## src/rtl/fetch_queue_stage_if.sv

```systemverilog
// Fetch-stage bus bundle: Execute redirect, instruction-memory port and decode handshake.
// master = environment side (Execute / imem / decode); slave = fetch_queue_stage side.
interface fetch_queue_stage_if #(
  parameter int unsigned XLEN = 32
);
  logic            PCSrcE;
  logic [XLEN-1:0] PCTargetE;
  logic            StallD;
  logic            imem_req;
  logic [XLEN-1:0] imem_addr;
  logic [XLEN-1:0] imem_rdata;
  logic            o_p_waitrequest;
  logic [XLEN-1:0] InstrD;
  logic [XLEN-1:0] PCD;
  logic [XLEN-1:0] PCPlus4D;
  logic            ValidD;

  modport master (
    output PCSrcE, PCTargetE, StallD, imem_rdata, o_p_waitrequest,
    input  imem_req, imem_addr, InstrD, PCD, PCPlus4D, ValidD
  );

  modport slave (
    input  PCSrcE, PCTargetE, StallD, imem_rdata, o_p_waitrequest,
    output imem_req, imem_addr, InstrD, PCD, PCPlus4D, ValidD
  );
endinterface

```

## src/rtl/fetch_queue_stage.sv

```systemverilog
// fetch_queue_stage: instruction fetch with a DEPTH-entry prefetch queue.
// Owns the PC, fetches one word per cycle while there is room, honours memory
// wait states, and flushes queue plus in-flight fetch on an Execute redirect.
// Optional feature: define FETCH_BYPASS_EN to forward a fetch straight to decode
// when the queue is empty (zero-latency fetch-to-decode).
module fetch_queue_stage #(
  parameter int unsigned     XLEN     = 32,
  parameter int unsigned     DEPTH    = 4,
  parameter logic [XLEN-1:0] RESET_PC = 32'h0000_0000
) (
  input logic                clk,
  input logic                rst,
  fetch_queue_stage_if.slave bus
);

  localparam int unsigned     PW       = $clog2(DEPTH);
  localparam int unsigned     CW       = $clog2(DEPTH + 1);
  localparam logic [CW-1:0]   CNT_FULL = CW'(DEPTH);
  localparam logic [CW-1:0]   CNT_ONE  = CW'(1'b1);
  localparam logic [PW-1:0]   PTR_ONE  = PW'(1'b1);
  localparam logic [XLEN-1:0] PC_STEP  = XLEN'(3'd4);

  logic [XLEN-1:0] pc_q, pc_d;
  logic [PW-1:0]   wr_ptr_q, wr_ptr_d;
  logic [PW-1:0]   rd_ptr_q, rd_ptr_d;
  logic [CW-1:0]   count_q, count_d;
  logic [XLEN-1:0] instr_q [DEPTH];
  logic [XLEN-1:0] pc_mem_q [DEPTH];
  logic [XLEN-1:0] pc4_mem_q [DEPTH];

  logic empty_s, full_s, head_pop_s, req_s, fire_s;
  logic byp_s, valid_s, pop_s, enq_s, deq_s;

  // Handshake decode; the request uses a queue-only pop so it never loops through the bypass path.
  always_comb begin
    empty_s    = (count_q == {CW{1'b0}});
    full_s     = (count_q == CNT_FULL);
    head_pop_s = !empty_s && !bus.StallD && !bus.PCSrcE;
    req_s      = rst && !bus.PCSrcE && (!full_s || head_pop_s);
    fire_s     = req_s && !bus.o_p_waitrequest;
`ifdef FETCH_BYPASS_EN
    byp_s      = empty_s && fire_s;
`else
    byp_s      = 1'b0;
`endif
    valid_s    = !empty_s || byp_s;
    pop_s      = valid_s && !bus.StallD && !bus.PCSrcE;
    // A bypassed word that decode takes immediately never enters the queue.
    enq_s      = fire_s && !(byp_s && pop_s);
    deq_s      = pop_s && !empty_s;
  end

  // Next-state for PC, pointers and occupancy; redirect flushes everything.
  always_comb begin
    pc_d     = pc_q;
    wr_ptr_d = wr_ptr_q;
    rd_ptr_d = rd_ptr_q;
    count_d  = count_q;
    if (bus.PCSrcE) begin
      pc_d     = bus.PCTargetE;
      wr_ptr_d = {PW{1'b0}};
      rd_ptr_d = {PW{1'b0}};
      count_d  = {CW{1'b0}};
    end else begin
      if (fire_s) begin
        pc_d = pc_q + PC_STEP;
      end else begin
        pc_d = pc_q;
      end
      if (enq_s) begin
        wr_ptr_d = wr_ptr_q + PTR_ONE;
      end else begin
        wr_ptr_d = wr_ptr_q;
      end
      if (deq_s) begin
        rd_ptr_d = rd_ptr_q + PTR_ONE;
      end else begin
        rd_ptr_d = rd_ptr_q;
      end
      case ({enq_s, deq_s})
        2'b10:   count_d = count_q + CNT_ONE;
        2'b01:   count_d = count_q - CNT_ONE;
        default: count_d = count_q;
      endcase
    end
  end

  // Control state registers.
  always_ff @(posedge clk or negedge rst) begin
    if (!rst) begin
      pc_q     <= RESET_PC;
      wr_ptr_q <= {PW{1'b0}};
      rd_ptr_q <= {PW{1'b0}};
      count_q  <= {CW{1'b0}};
    end else begin
      pc_q     <= pc_d;
      wr_ptr_q <= wr_ptr_d;
      rd_ptr_q <= rd_ptr_d;
      count_q  <= count_d;
    end
  end

  // Queue storage: capture {instr, pc, pc+4} at the write pointer on enqueue.
  always_ff @(posedge clk or negedge rst) begin
    if (!rst) begin
      for (int i = 0; i < DEPTH; i++) begin
        instr_q[i]   <= {XLEN{1'b0}};
        pc_mem_q[i]  <= {XLEN{1'b0}};
        pc4_mem_q[i] <= {XLEN{1'b0}};
      end
    end else if (enq_s) begin
      instr_q[wr_ptr_q]   <= bus.imem_rdata;
      pc_mem_q[wr_ptr_q]  <= pc_q;
      pc4_mem_q[wr_ptr_q] <= pc_q + PC_STEP;
    end
  end

  // Decode-facing outputs straight from the queue head, the bypass path, or zero when empty.
  always_comb begin
    bus.imem_req  = req_s;
    bus.imem_addr = pc_q;
    bus.ValidD    = valid_s;
    if (!empty_s) begin
      bus.InstrD   = instr_q[rd_ptr_q];
      bus.PCD      = pc_mem_q[rd_ptr_q];
      bus.PCPlus4D = pc4_mem_q[rd_ptr_q];
    end else if (byp_s) begin
      bus.InstrD   = bus.imem_rdata;
      bus.PCD      = pc_q;
      bus.PCPlus4D = pc_q + PC_STEP;
    end else begin
      bus.InstrD   = {XLEN{1'b0}};
      bus.PCD      = {XLEN{1'b0}};
      bus.PCPlus4D = {XLEN{1'b0}};
    end
  end

endmodule

```

## src/flat_wrapper.sv

```systemverilog
// flat-port wrapper written by rule: the top's interface ports become plain ports
module fetch_queue_stage_flat 
#(
  parameter int unsigned     XLEN     = 32,
  parameter int unsigned     DEPTH    = 4,
  parameter logic [XLEN-1:0] RESET_PC = 32'h0000_0000
)
  (clk, rst, bus_PCSrcE, bus_PCTargetE, bus_StallD, bus_imem_rdata, bus_o_p_waitrequest, bus_imem_req, bus_imem_addr, bus_InstrD, bus_PCD, bus_PCPlus4D, bus_ValidD);
  fetch_queue_stage_if #(.XLEN(XLEN)) bus_i ();
  input logic clk;
  input logic rst;
  input wire logic [$bits(bus_i.PCSrcE)-1:0] bus_PCSrcE;
  input wire logic [$bits(bus_i.PCTargetE)-1:0] bus_PCTargetE;
  input wire logic [$bits(bus_i.StallD)-1:0] bus_StallD;
  input wire logic [$bits(bus_i.imem_rdata)-1:0] bus_imem_rdata;
  input wire logic [$bits(bus_i.o_p_waitrequest)-1:0] bus_o_p_waitrequest;
  output wire logic [$bits(bus_i.imem_req)-1:0] bus_imem_req;
  output wire logic [$bits(bus_i.imem_addr)-1:0] bus_imem_addr;
  output wire logic [$bits(bus_i.InstrD)-1:0] bus_InstrD;
  output wire logic [$bits(bus_i.PCD)-1:0] bus_PCD;
  output wire logic [$bits(bus_i.PCPlus4D)-1:0] bus_PCPlus4D;
  output wire logic [$bits(bus_i.ValidD)-1:0] bus_ValidD;
  assign bus_i.PCSrcE = bus_PCSrcE;
  assign bus_i.PCTargetE = bus_PCTargetE;
  assign bus_i.StallD = bus_StallD;
  assign bus_i.imem_rdata = bus_imem_rdata;
  assign bus_i.o_p_waitrequest = bus_o_p_waitrequest;
  assign bus_imem_req = bus_i.imem_req;
  assign bus_imem_addr = bus_i.imem_addr;
  assign bus_InstrD = bus_i.InstrD;
  assign bus_PCD = bus_i.PCD;
  assign bus_PCPlus4D = bus_i.PCPlus4D;
  assign bus_ValidD = bus_i.ValidD;
  fetch_queue_stage #(.XLEN(XLEN), .DEPTH(DEPTH), .RESET_PC(RESET_PC)) u_core (.clk(clk), .rst(rst), .bus(bus_i));
endmodule
```

## config.mk

```make
export PLATFORM = sky130hd
export DESIGN_NAME = fetch_queue_stage_flat
export DESIGN_NICKNAME = d
export VERILOG_FILES = /design/src/rtl/fetch_queue_stage_if.sv /design/src/rtl/fetch_queue_stage.sv /design/src/flat_wrapper.sv
export SDC_FILE = /design/constraint.sdc
export NUM_CORES = 1
export LEC_CHECK = 0
export CAP_MARGIN = 20
export CELL_PAD_IN_SITES_DETAIL_PLACEMENT = 0
export CELL_PAD_IN_SITES_GLOBAL_PLACEMENT = 1
export CORE_ASPECT_RATIO = 0.75
export CORE_MARGIN = 4
export CORE_UTILIZATION = 48
export CTS_BUF_LIST = sky130_fd_sc_hd__clkbuf_8
export DETAILED_ROUTE_END_ITERATION = 6
export GPL_ROUTABILITY_DRIVEN = 0
export GPL_TIMING_DRIVEN = 1
export PLACE_DENSITY_LB_ADDON = 0.1
export SLEW_MARGIN = 10
export SYNTH_ARGS = -nofsm -noshare
export SYNTH_HDL_FRONTEND = slang
export SYNTH_SLANG_ARGS = --single-unit
```

## constraint.sdc

```tcl
create_clock -name clk -period 3.74 [get_ports clk]
set_clock_uncertainty 0.1 [all_clocks]
set_input_delay 0.561 -clock clk [delete_from_list [all_inputs] [get_ports clk]]
set_output_delay 0.561 -clock clk [all_outputs]
set_load 0.05 [all_outputs]
```

# Word-level counts from Yosys, hierarchy flattened
# Cells that the tools add are included.
# totals
word_cells	71
inputBits	69
regBits	423
# op_classes
eq_ne	3
bitwise	2
n_lt_le_gt_ge	3
addsub	5
muxes	25
n_reduce_logical	17
# ops
op	n
128-bit bitwise mux	3
32-bit two-way mux	12
32-bit binary-select mux with 2-bit select	3
32-bit demux with 2-bit select	1
32-bit by 3-bit adder with 32-bit output (second input constant)	1
2-bit two-way mux	4
1-bit logical AND	7
3-bit greater-or-equal comparator (second input constant)	2
2-bit inverter with 3-bit output	2
3-bit case mux with 2 select lines	1
1-bit zero test	5
2-bit by 1-bit adder with 2-bit output (second input constant)	2
2-bit nonzero test	2
3-bit by 1-bit adder with 3-bit output (second input constant)	1
3-bit equality test (second input constant)	1
3-bit zero test	1
3-bit by 1-bit less-than comparator with 1-bit output (second input constant)	1
3-bit two-way mux	1
3-bit nonzero test	1
3-bit by 1-bit subtractor with 3-bit output (second input constant)	1
2-bit by 1-bit equality test with 1-bit output (second input constant)	1
2-bit equality test (second input constant)	1
1-bit logical OR	1

# Longest topological paths before layout
# Gate-level depths: netlist of run 1.
# logic_depth
depth_word	10
mapped_depth	10

# Least setup slack after synthesis of run 1
# OpenSTA, ideal clock, no wires.
# synth_path
kind	register -> output
start	reg u_core.rd_ptr_q[0]
end	out bus_PCPlus4D[0]
arrival_time_ns	2.396
t_required_ns	3.079
stages_incl_launch_ff	7
path_buffers	4
setup_slack_ns	0.683
path_cell_list	dfrtp_1 > clkbuf_1 > buf_1 > buf_2 > mux4_2 > and2_1 > buf_4
# synth_between
elab_chain_len	5
# synth_lines
item	line	rtl
start, declared	fetch_queue_stage.sv:25	logic [PW-1:0] rd_ptr_q, rd_ptr_d;
start signal, assigned	fetch_queue_stage.sv:93	rd_ptr_q <= {PW{1'b0}};
start signal, assigned	fetch_queue_stage.sv:98	rd_ptr_q <= rd_ptr_d;
2-bit inverter with 3-bit output (implied by the code)	fetch_queue_stage.sv:126	bus.PCPlus4D = pc4_mem_q[rd_ptr_q];
32-bit binary-select mux with 2-bit select	fetch_queue_stage.sv:126	
32-bit two-way mux (implied by the code) (2 in series)	fetch_queue_stage.sv:126	
32-bit two-way mux	fetch_queue_stage.sv:123	if (!empty_s) begin
end, declared	flat_wrapper.sv:21	output wire logic [$bits(bus_i.PCPlus4D)-1:0] bus_PCPlus4D;
# Every way passes these cells. The select of a mux whose other input is x is not followed.

# Worst setup path in the final report of run 1
# layout_path
start	reg u_core.rd_ptr_q[1]
end	out bus_PCD[8]
# layout_between
elab_chain_len	5
# layout_lines
item	line	rtl
2-bit inverter with 3-bit output (implied by the code)	fetch_queue_stage.sv:125	bus.PCD = pc_mem_q[rd_ptr_q];
32-bit binary-select mux with 2-bit select	fetch_queue_stage.sv:125	
32-bit two-way mux (implied by the code) (2 in series)	fetch_queue_stage.sv:125	
32-bit two-way mux	fetch_queue_stage.sv:123	
end, declared	flat_wrapper.sv:20	output wire logic [$bits(bus_i.PCD)-1:0] bus_PCD;
# Every way passes these cells. The select of a mux whose other input is x is not followed.

==> results of run 1 <==
-- layer usage --
| metal | global-route usage (%) | routed length, um | vias to the layer above |
|---|---|---|---|
| met5 | 0 | 0 | - |
| met3 | 4.32 | 2140 | 70 |
| met4 | 6.34 | 1040 | 0 |
| li1 | - | - | 5653 |
| met2 | 35.3 | 22700 | 268 |
| met1 | 34.3 | 23000 | 6442 |
-- metrics by stage --
step	hold WS, ns	instances	worst slack, ns	instance area (um^2)	util [%]
final	0.332	2233	0.182	23100	58.6
after global routing	0.324	2233	0.0892	23100	58.6
after CTS	0.299	2230	0.0272	23100	58.5
after detailed placement	0.366	2114	0.582	21800	55.3
after global placement	0.356	2114	0.603	21800	55.3
after floorplan	0.165	1486	0.683	19100	-
-- path summary, 6_finish.rpt --
check | to
max | bus_PCD[8]
min | u_core.instr_q[73]
max reg2reg | u_core.pc4_mem_q[59]
min reg2reg | u_core.pc4_mem_q[85]
max in group asynchronous | u_core.pc_mem_q[82]
min in group clk | u_core.bus.imem_addr[26]
-- layout make-up --
cell class	instances	area (um^2)
repair buffers	242	2590
multi-input cells	935	8210
flip-flops and latches	415	10400
diodes	2	5.00
inverters	8	32.5
well taps	520	651
fillers	3268	16300
clock inverters	31	119
clock buffers	80	1100
-- cells by family after synthesis --
family	share of synthesized area, %
DFF	54.3
and+or+nand+nor	9.34
muxes	25.9
AOI/OAI and AO/OA	5.19
buffers and inverters	2.96
xor gates and xnor gates	1.88
adders and majority gates	0.432
-- power by group through the flow --
stage	Clock, mW	Sequential (mW)	Combinational (mW)
after floorplan	0	6.17	5.16
after global placement	0	6.36	7.36
after detailed placement	0	6.40	7.45
after CTS	3.76	6.27	7.58
after global routing	3.98	6.42	7.97
final	3.65	6.29	7.47
-- placed cells by master, fill, tap and decap left out, types with 5 or more instances in the layout --
master / count
buf_12: 21
xor2_1: 22
buf_4: 22
nor3_1: 5
nand4_1: 12
o21ai_1: 5
mux2_2: 250
nor2_1: 22
inv_1: 36
nand2_1: 178
xnor2_1: 19
o21ai_0: 143
clkbuf_8: 80
clkdlybuf4s50_1: 195
and2_1: 95
and3_1: 6
dfrtp_1: 413
o311ai_0: 9
mux4_2: 94
ha_1: 5
nand3_1: 15
nor4_1: 7
-- critical path, cell delays in order, from the launching register on --
cell and delay (ns):
dfrtp_4 0.62, buf_12 0.37, mux4_2 0.41, and2_1 0.18, clkdlybuf4s50_1 0.69
-- Yosys cell counts (2+ instances only) --
| cell | instances | area (um^2) |
|---|---|---|
| dfrtp_1 | 415 | 10400 |
| o21ai_0 | 143 | 716 |
| or4_1 | 2 | 15.0 |
| and2_1 | 95 | 594 |
| o21ai_1 | 5 | 25.0 |
| a22oi_1 | 2 | 15.0 |
| and3_1 | 6 | 37.5 |
| nand3b_1 | 3 | 22.5 |
| mux2i_1 | 2 | 20.0 |
| buf_4 | 7 | 52.6 |
| nand4_4 | 2 | 42.5 |
| buf_1 | 9 | 33.8 |
| clkbuf_2 | 2 | 10.0 |
| nand2_1 | 182 | 683 |
| o31ai_1 | 2 | 15.0 |
| clkbuf_1 | 93 | 349 |
| buf_2 | 16 | 80.1 |
| mux2_2 | 250 | 2820 |
| inv_1 | 8 | 30.0 |
| nor2b_1 | 2 | 12.5 |
| nand4_1 | 12 | 75.1 |
| xnor2_1 | 19 | 166 |
| nor3_1 | 6 | 30.0 |
| or3_1 | 2 | 12.5 |
| a21oi_1 | 4 | 20.0 |
| nand3_1 | 15 | 75.1 |
| o221ai_1 | 4 | 35.0 |
| mux4_2 | 94 | 2120 |
| o311ai_0 | 9 | 78.8 |
| nor4_1 | 8 | 50.1 |
| ha_1 | 5 | 62.6 |
| nor2_1 | 22 | 82.6 |
| o211ai_1 | 2 | 15.0 |
| a221o_1 | 2 | 20.0 |
| xor2_1 | 22 | 193 |
-- sequential cells by signal (all words and copies together), names as in the netlist --
signal	count
u_core.instr_q	128
u_core.pc4_mem_q	128
u_core.pc_mem_q	120
u_core.bus.imem_addr	32
u_core.count_q	3
u_core.rd_ptr_q	2
u_core.wr_ptr_q	2
-- repair_timing --
action,4_1_cts,5_1_grt
hold buffers,1,0
endpoints found under the setup margin,51,68
endpoints found under the hold margin,35,0
pin swaps,0,0
gates resized for setup,0,3
buffers inserted,4,0
==> flow_summary.yaml, run 1 <==
status:
  status: "complete, no violations"
floorplan:
  die_h_um: 181
  ios: 199
  fp.coreArea_mm2: 0.0394
  die_x_um: 238
  dieArea_mm2: 0.0431
  row_count: 63
  start_util_pct: 48.5
synthesis:
  synth-async-reset-ratio_pct: 100
  synth_cells: 1486
  synth-main-ff-cell: "dfrtp_1"
  synth_seq_cells: 415
  synth_edf_count: 0
  ys_types: 49
  yosysSeqAreaShare_pct: 54.3
  synth_area_mm2: 0.0191
  syn_nets: 1561
  syn_area_per_cell_um2: 12.9
  yosys_warnings: 0
cells_and_area:
  layout.nets: 1745
  syn2layout_area_growth_pct: 20.8
  drive_above_1_share_pct: 28.4
job:
  drv_cap: 0
sta:
  final.min_clock_period_ns: 3.56
  final-max-slew-violation-count: 0
  setup_violations: 0
  grt_setup_unrepaired: "false"
  period_share_pct: 95.1
  fmax_mhz: 281
  worstMarginPinSlew_ns: 0.999
  slew_headroom_pct: 33.4
  hold_viol_final: 0
  tns_ns: 0
drt:
  vias: 12400
  drt_iter0_drc: 774
  drc: 0
  firstDrtPassIters: 5
  drt_wl_total_um: 48900
  drtAntennaViolNets: 0
  avgViaCountPerCell: 5.57
  wl_per_cell_um: 21.9
global_routing:
  grt_pass1_vias: 13200
  grt_start_max_net_pins: 169
  antenna_found_initial: 2
  gr-total-overflow: 0
  track_usage_pct: 23.1
  grt_pass1_wl_um: 78200
power:
  clkPwrFrac_pct: 21.0
  power_frac_seq_pct: 36.1
  cellLeakagePower_nw: 10.2
  intPower_mw: 10.8
  comb_power_share_pct: 42.9
  swShare_pct: 38.0
  irDropWorstVdd_mv: 0.390
  p_switching_mw: 6.61
  power.density_mw_per_mm2: 753
  power_mw: 17.4
clock_tree:
  cts_buffers: 68
  clk_pin_slew_ns: 0.06
  h-tree-depth: 3
  clock_latency_ns: 0.60
  cts_tree: "done"
  cts.sinks: 415
  root_buffer: "clkbuf_8"
  clk_path_buf_depth: 3
place:
  portBuffers: 198
  dp_hpwl_um: 31600
worst_setup_path:
  rrSetupSlack_ns: 0.90
  r2r_start: "u_core.bus.imem_addr[4]"
  worstSetupStartpoint: "u_core.rd_ptr_q[1]"
  cp.required_ns: 3.08
  path_max_fanout: 54
  critPathKind: "flop to output port"
  arrival_ns: 2.90
  reg2regPathDepth: 5
  start_kind: "flop"
  end_kind: "output port"
hold_path:
  min_path_type: "input port to asynchronous set/reset pin"
Note: power is estimated with default switching activity, not from simulation.
==> inputs of run 2 (changes only) <==
- CTS_CLUSTER_SIZE: not set -> 10
==> flow_summary.yaml, run 2 (synthesized netlist as in run 1, its figures left out) <==
global_routing:
  grt_busiest_layer: "met2"
  antenna_found_initial: 2
  grt_start_max_net_pins: 169
  grt_pass1_vias: 13200
  gr-total-overflow: 0
  grt_pass1_wl_um: 78200
  met1_usage_pct: 34.4
  use_met3_pct: 4.38
  use_met2_pct: 35.2
  track_usage_pct: 23.1
cells_and_area:
  num-fill-cells: 3266
  reg_top3: "u_core.instr_q (128), u_core.pc4_mem_q (128), u_core.pc_mem_q (120)"
  layout.nets: 1745
  mostFrequentLayoutCell: "dfrtp_1"
  syn2layout_area_growth_pct: 20.9
  drive_above_1_share_pct: 28.5
  final_cell_mix: "dfrtp_1 (413), mux2_2 (250), clkdlybuf4s50_1 (195)"
floorplan:
  die_x_um: 238
  dieArea_mm2: 0.0431
  start_util_pct: 48.5
  die_h_um: 181
  row_count: 63
  ios: 199
  fp.coreArea_mm2: 0.0394
sta:
  final.min_clock_period_ns: 3.56
  hold_viol_final: 0
  tns_ns: 0
  fmax_mhz: 281
  period_share_pct: 95.2
  setup_violations: 0
  grt_setup_unrepaired: "false"
  setup_ws_ns: 0.179
  slew_headroom_pct: 33.1
  final-max-slew-violation-count: 0
  worstMarginPinSlew_ns: 1.00
worst_setup_path:
  path_cells: "buf_12 > mux4_2 > and2_1 > clkdlybuf4s50_1"
  slowest_delay_ns: 0.69
  r2r_start: "u_core.bus.imem_addr[7]"
  reg2reg_to: "u_core.pc4_mem_q[59]"
  path_max_fanout: 54
  cp.required_ns: 3.08
  start_kind: "flop"
  crit_buf_inv: 2
  path_delay_family: "buffers and inverters"
  end_kind: "output port"
  slowest_stage: "clkdlybuf4s50_1"
  reg2regPathDepth: 5
  critPathKind: "flop to output port"
  arrival_ns: 2.90
  rrSetupSlack_ns: 0.91
clock_tree:
  root_buffer: "clkbuf_8"
  cts.sinks: 415
  clk_pin_slew_ns: 0.06
  clock_latency_ns: 0.60
  h-tree-depth: 3
  cts_buffers: 68
  clk_path_buf_depth: 3
  cts_tree: "done"
drt:
  drt_iter0_drc: 812
  drtAntennaViolNets: 0
  vias: 12500
  firstDrtPassIters: 5
  drc: 0
  wl_per_cell_um: 21.9
  drt_wl_total_um: 48800
  avgViaCountPerCell: 5.58
place:
  portBuffers: 198
  dp_slack_ns: 0.582
  dp_hpwl_um: 31600
status:
  status: "complete, no violations"
job:
  drv_cap: 0
power:
  irDropWorstVdd_mv: 0.388
  power.density_mw_per_mm2: 754
  cellLeakagePower_nw: 10.2
hold_path:
  min_path_type: "input port to asynchronous set/reset pin"
[run 2: changes by cell type in the layout (fill, tap and decap cells not counted), sizes merged]
cell / previous run / this run
clkbuf: 80 / 81
inv: 37 / 35
[run 2: how the worst max path moves through the flow]
| stage | startpoint | end | slack, ns | cells past startpoint |
|---|---|---|---|---|
| 2_1_floorplan | u_core.rd_ptr_q[0] | bus_PCPlus4D[0] | 0.68 | 6 |
| 3_3_place_gp | u_core.rd_ptr_q[0] | bus_InstrD[1] | 0.60 | 4 |
| 3_5_place_dp | u_core.rd_ptr_q[0] | bus_InstrD[1] | 0.58 | 4 |
| 4_1_cts | u_core.count_q[0] | bus_PCD[22] | 0.03 | 5 |
| 5_1_grt | u_core.rd_ptr_q[1] | bus_PCD[8] | 0.09 | 4 |
| 6_report | u_core.rd_ptr_q[1] | bus_PCD[8] | 0.18 | 4 |
[run 2: worst reg2reg max path: stages (launching register included)]
cell and delay, ns:
dfrtp_1 0.62, nand4_4 0.19, or4_1 0.74, or4_4 0.63, xor2_1 0.30, o21ai_1 0.12
[run 2: timing repair]
action | 4_1_cts | 5_1_grt
hold buffers | 1 | 0
hold endpoints to repair | 35 | 0
setup buffers | 4 | 0
setup endpoints to repair | 51 | 68
gates resized for setup | 0 | 3
[run 2: per-layer routing]
layer,share of wire (%),vias up
li1,-,5664
met1,47,6441
met2,46,278
met3,4.4,67
met4,2.1,0
met5,0,-
[run 2: power by group]
part / switching (mW) / internal (mW)
Clock: 1.73 / 1.94
Sequential: 0.679 / 5.61
Combinational: 4.20 / 3.27
Total: 6.60 / 10.8
[run 2: layout make-up]
type / count / area [um^2] / area share [%]
well taps: 520 / 651 / 2.81
flip-flops and latches: 415 / 10400 / 45.0
clock buffers: 81 / 1110 / 4.82
inverters: 8 / 32.5 / 0.141
diodes: 2 / 5.00 / 0.0217
multi-input cells: 935 / 8210 / 35.5
clock inverters: 29 / 111 / 0.482
repair buffers: 242 / 2590 / 11.2
[run 2: metrics by stage]
stage / hold slack (ns) / area (um^2) / power, mW / util (%) / cells
floorplan: 0.165 / 19100 / 11.3 / - / 1486
global placement: 0.356 / 21800 / 13.7 / 55.3 / 2114
detailed placement: 0.366 / 21800 / 13.8 / 55.3 / 2114
CTS: 0.299 / 23100 / 17.6 / 58.5 / 2229
global route: 0.325 / 23100 / 18.4 / 58.6 / 2232
finish: 0.333 / 23100 / 17.4 / 58.6 / 2232
==> inputs of run 3 (changes only) <==
- CAP_MARGIN: 20 -> not set
- clock period: 3.74 -> 4.05 ns (I/O delays scaled with it)
==> flow_summary.yaml, run 3 (synthesized netlist as in run 1, its figures left out) <==
status:
  status: "complete, no violations"
cells_and_area:
  final_cell_mix: "dfrtp_1 (413), mux2_2 (250), clkdlybuf4s50_1 (195)"
  reg_top3: "u_core.instr_q (128), u_core.pc4_mem_q (128), u_core.pc_mem_q (120)"
  seqCellArea_mm2: 0.0104
  mostFrequentLayoutCell: "dfrtp_1"
  instances_no_fill: 2235
  syn2layout_area_growth_pct: 20.7
  num-fill-cells: 3294
  multi_input_area_mm2: 0.00821
  layout.nets: 1739
  drive_above_1_share_pct: 28.5
floorplan:
  die_x_um: 238
  ios: 199
  dieArea_mm2: 0.0431
  start_util_pct: 48.5
  die_h_um: 181
  row_count: 63
  fp.coreArea_mm2: 0.0394
worst_setup_path:
  path_max_fanout: 33
  arrival_ns: 3.00
  reg2regPathDepth: 6
  end_kind: "output port"
  critPathKind: "flop to output port"
  start_kind: "flop"
  r2r_start: "u_core.bus.imem_addr[4]"
  worstSetupStartpoint: "u_core.rd_ptr_q[1]"
  rrSetupSlack_ns: 1.04
  worstSetupEndpoint: "bus_PCPlus4D[7]"
  reg2reg_to: "u_core.pc4_mem_q[29]"
  cp.required_ns: 3.34
global_routing:
  track_usage_pct: 23.0
  grt_pass1_vias: 13100
  grt_pass1_wl_um: 77900
  grt_start_max_net_pins: 186
  gr-total-overflow: 0
  antenna_found_initial: 2
sta:
  slew_headroom_pct: 28.2
  hold_viol_final: 0
  fmax_mhz: 270
  final.min_clock_period_ns: 3.71
  setup_violations: 0
  final-max-slew-violation-count: 0
  grt_setup_unrepaired: "false"
  worstMarginPinSlew_ns: 1.08
  period_share_pct: 91.5
  tns_ns: 0
clock_tree:
  hold_buffers: 1
  clk_path_buf_depth: 3
  post_cts_resized: 0
  clock_latency_ns: 0.61
  clk_pin_slew_ns: 0.07
  cts.sinks: 415
  cts_buffers: 67
  h-tree-depth: 3
  cts_tree: "done"
  cts_setup_buffers: 0
  root_buffer: "clkbuf_8"
drt:
  drt_wl_total_um: 48800
  vias: 12500
  firstDrtPassIters: 5
  avgViaCountPerCell: 5.57
  wl_per_cell_um: 21.8
  drc: 0
  drt_iter0_drc: 892
  drtAntennaViolNets: 0
job:
  drv_cap: 0
place:
  portBuffers: 198
  placed_cells: 2114
  dp_hpwl_um: 31300
power:
  cellLeakagePower_nw: 10.2
  irDropWorstVdd_mv: 0.495
  power.density_mw_per_mm2: 699
hold_path:
  min_path_type: "input port to flop"
## run 3: per-stage QoR
stage / power (mW) / area (um^2) / hold WS [ns] / util [%] / setup slack [ns]
floorplan: 10.5 / 19100 / 0.212 / - / 0.947
global placement: 12.6 / 21700 / 0.357 / 55.2 / 0.903
finish: 16.1 / 23100 / 0.361 / 58.5 / 0.344
global route: 17.0 / 23100 / 0.348 / 58.5 / 0.200
CTS: 16.4 / 23100 / 0.313 / 58.5 / 0.278
detailed placement: 12.7 / 21700 / 0.366 / 55.2 / 0.842
## run 3: layer usage
layer / vias to the layer above / global-route usage (%) / part of all wire (%) / routed length (um)
li1: 5644 / - / - / -
met1: 6468 / 33.1 / 46 / 22300
met2: 263 / 36.3 / 48 / 23400
met3: 79 / 4.15 / 4.1 / 2000
met4: 0 / 6.80 / 2.4 / 1160
met5: - / 0 / 0 / 0
## run 3: layout make-up
cell class | instances | area share, %
diodes | 2 | 0.0217
clock buffers | 86 | 5.13
clock inverters | 32 | 0.564
inverters | 8 | 0.130
multi-input cells | 935 | 35.6
flip-flops and latches | 415 | 45.0
well taps | 520 | 2.82
repair buffers | 237 | 10.7
## run 3: where the power goes
group / leakage, nW / internal [mW] / switching (mW) / total, mW
registers: 5.42 / 5.18 / 0.617 / 5.79
logic: 4.00 / 2.91 / 3.87 / 6.78
clock network: 0.776 / 1.90 / 1.65 / 3.54
total: 10.2 / 9.99 / 6.13 / 16.1
## run 3: worst max-delay path: stages (launching register included)
cell             delay [ns]
dfrtp_4                0.76
buf_12                 0.30
mux4_2                 0.40
and2_1                 0.18
clkdlybuf4s50_1        0.71
## run 3: worst min-delay path by stage
| stage | startpoint | endpoint | slack [ns] | depth (start not counted) |
|---|---|---|---|---|
| after floorplan | rst | u_core.bus.imem_addr[0] | 0.21 | 0 |
| after global placement | u_core.pc4_mem_q[93] | u_core.pc4_mem_q[93] | 0.36 | 2 |
| after detailed placement | u_core.pc4_mem_q[21] | u_core.pc4_mem_q[21] | 0.37 | 2 |
| after CTS | bus_PCSrcE | u_core.bus.imem_addr[26] | 0.31 | 3 |
| after global routing | bus_PCSrcE | u_core.bus.imem_addr[26] | 0.35 | 3 |
| final | bus_PCSrcE | u_core.bus.imem_addr[26] | 0.36 | 3 |
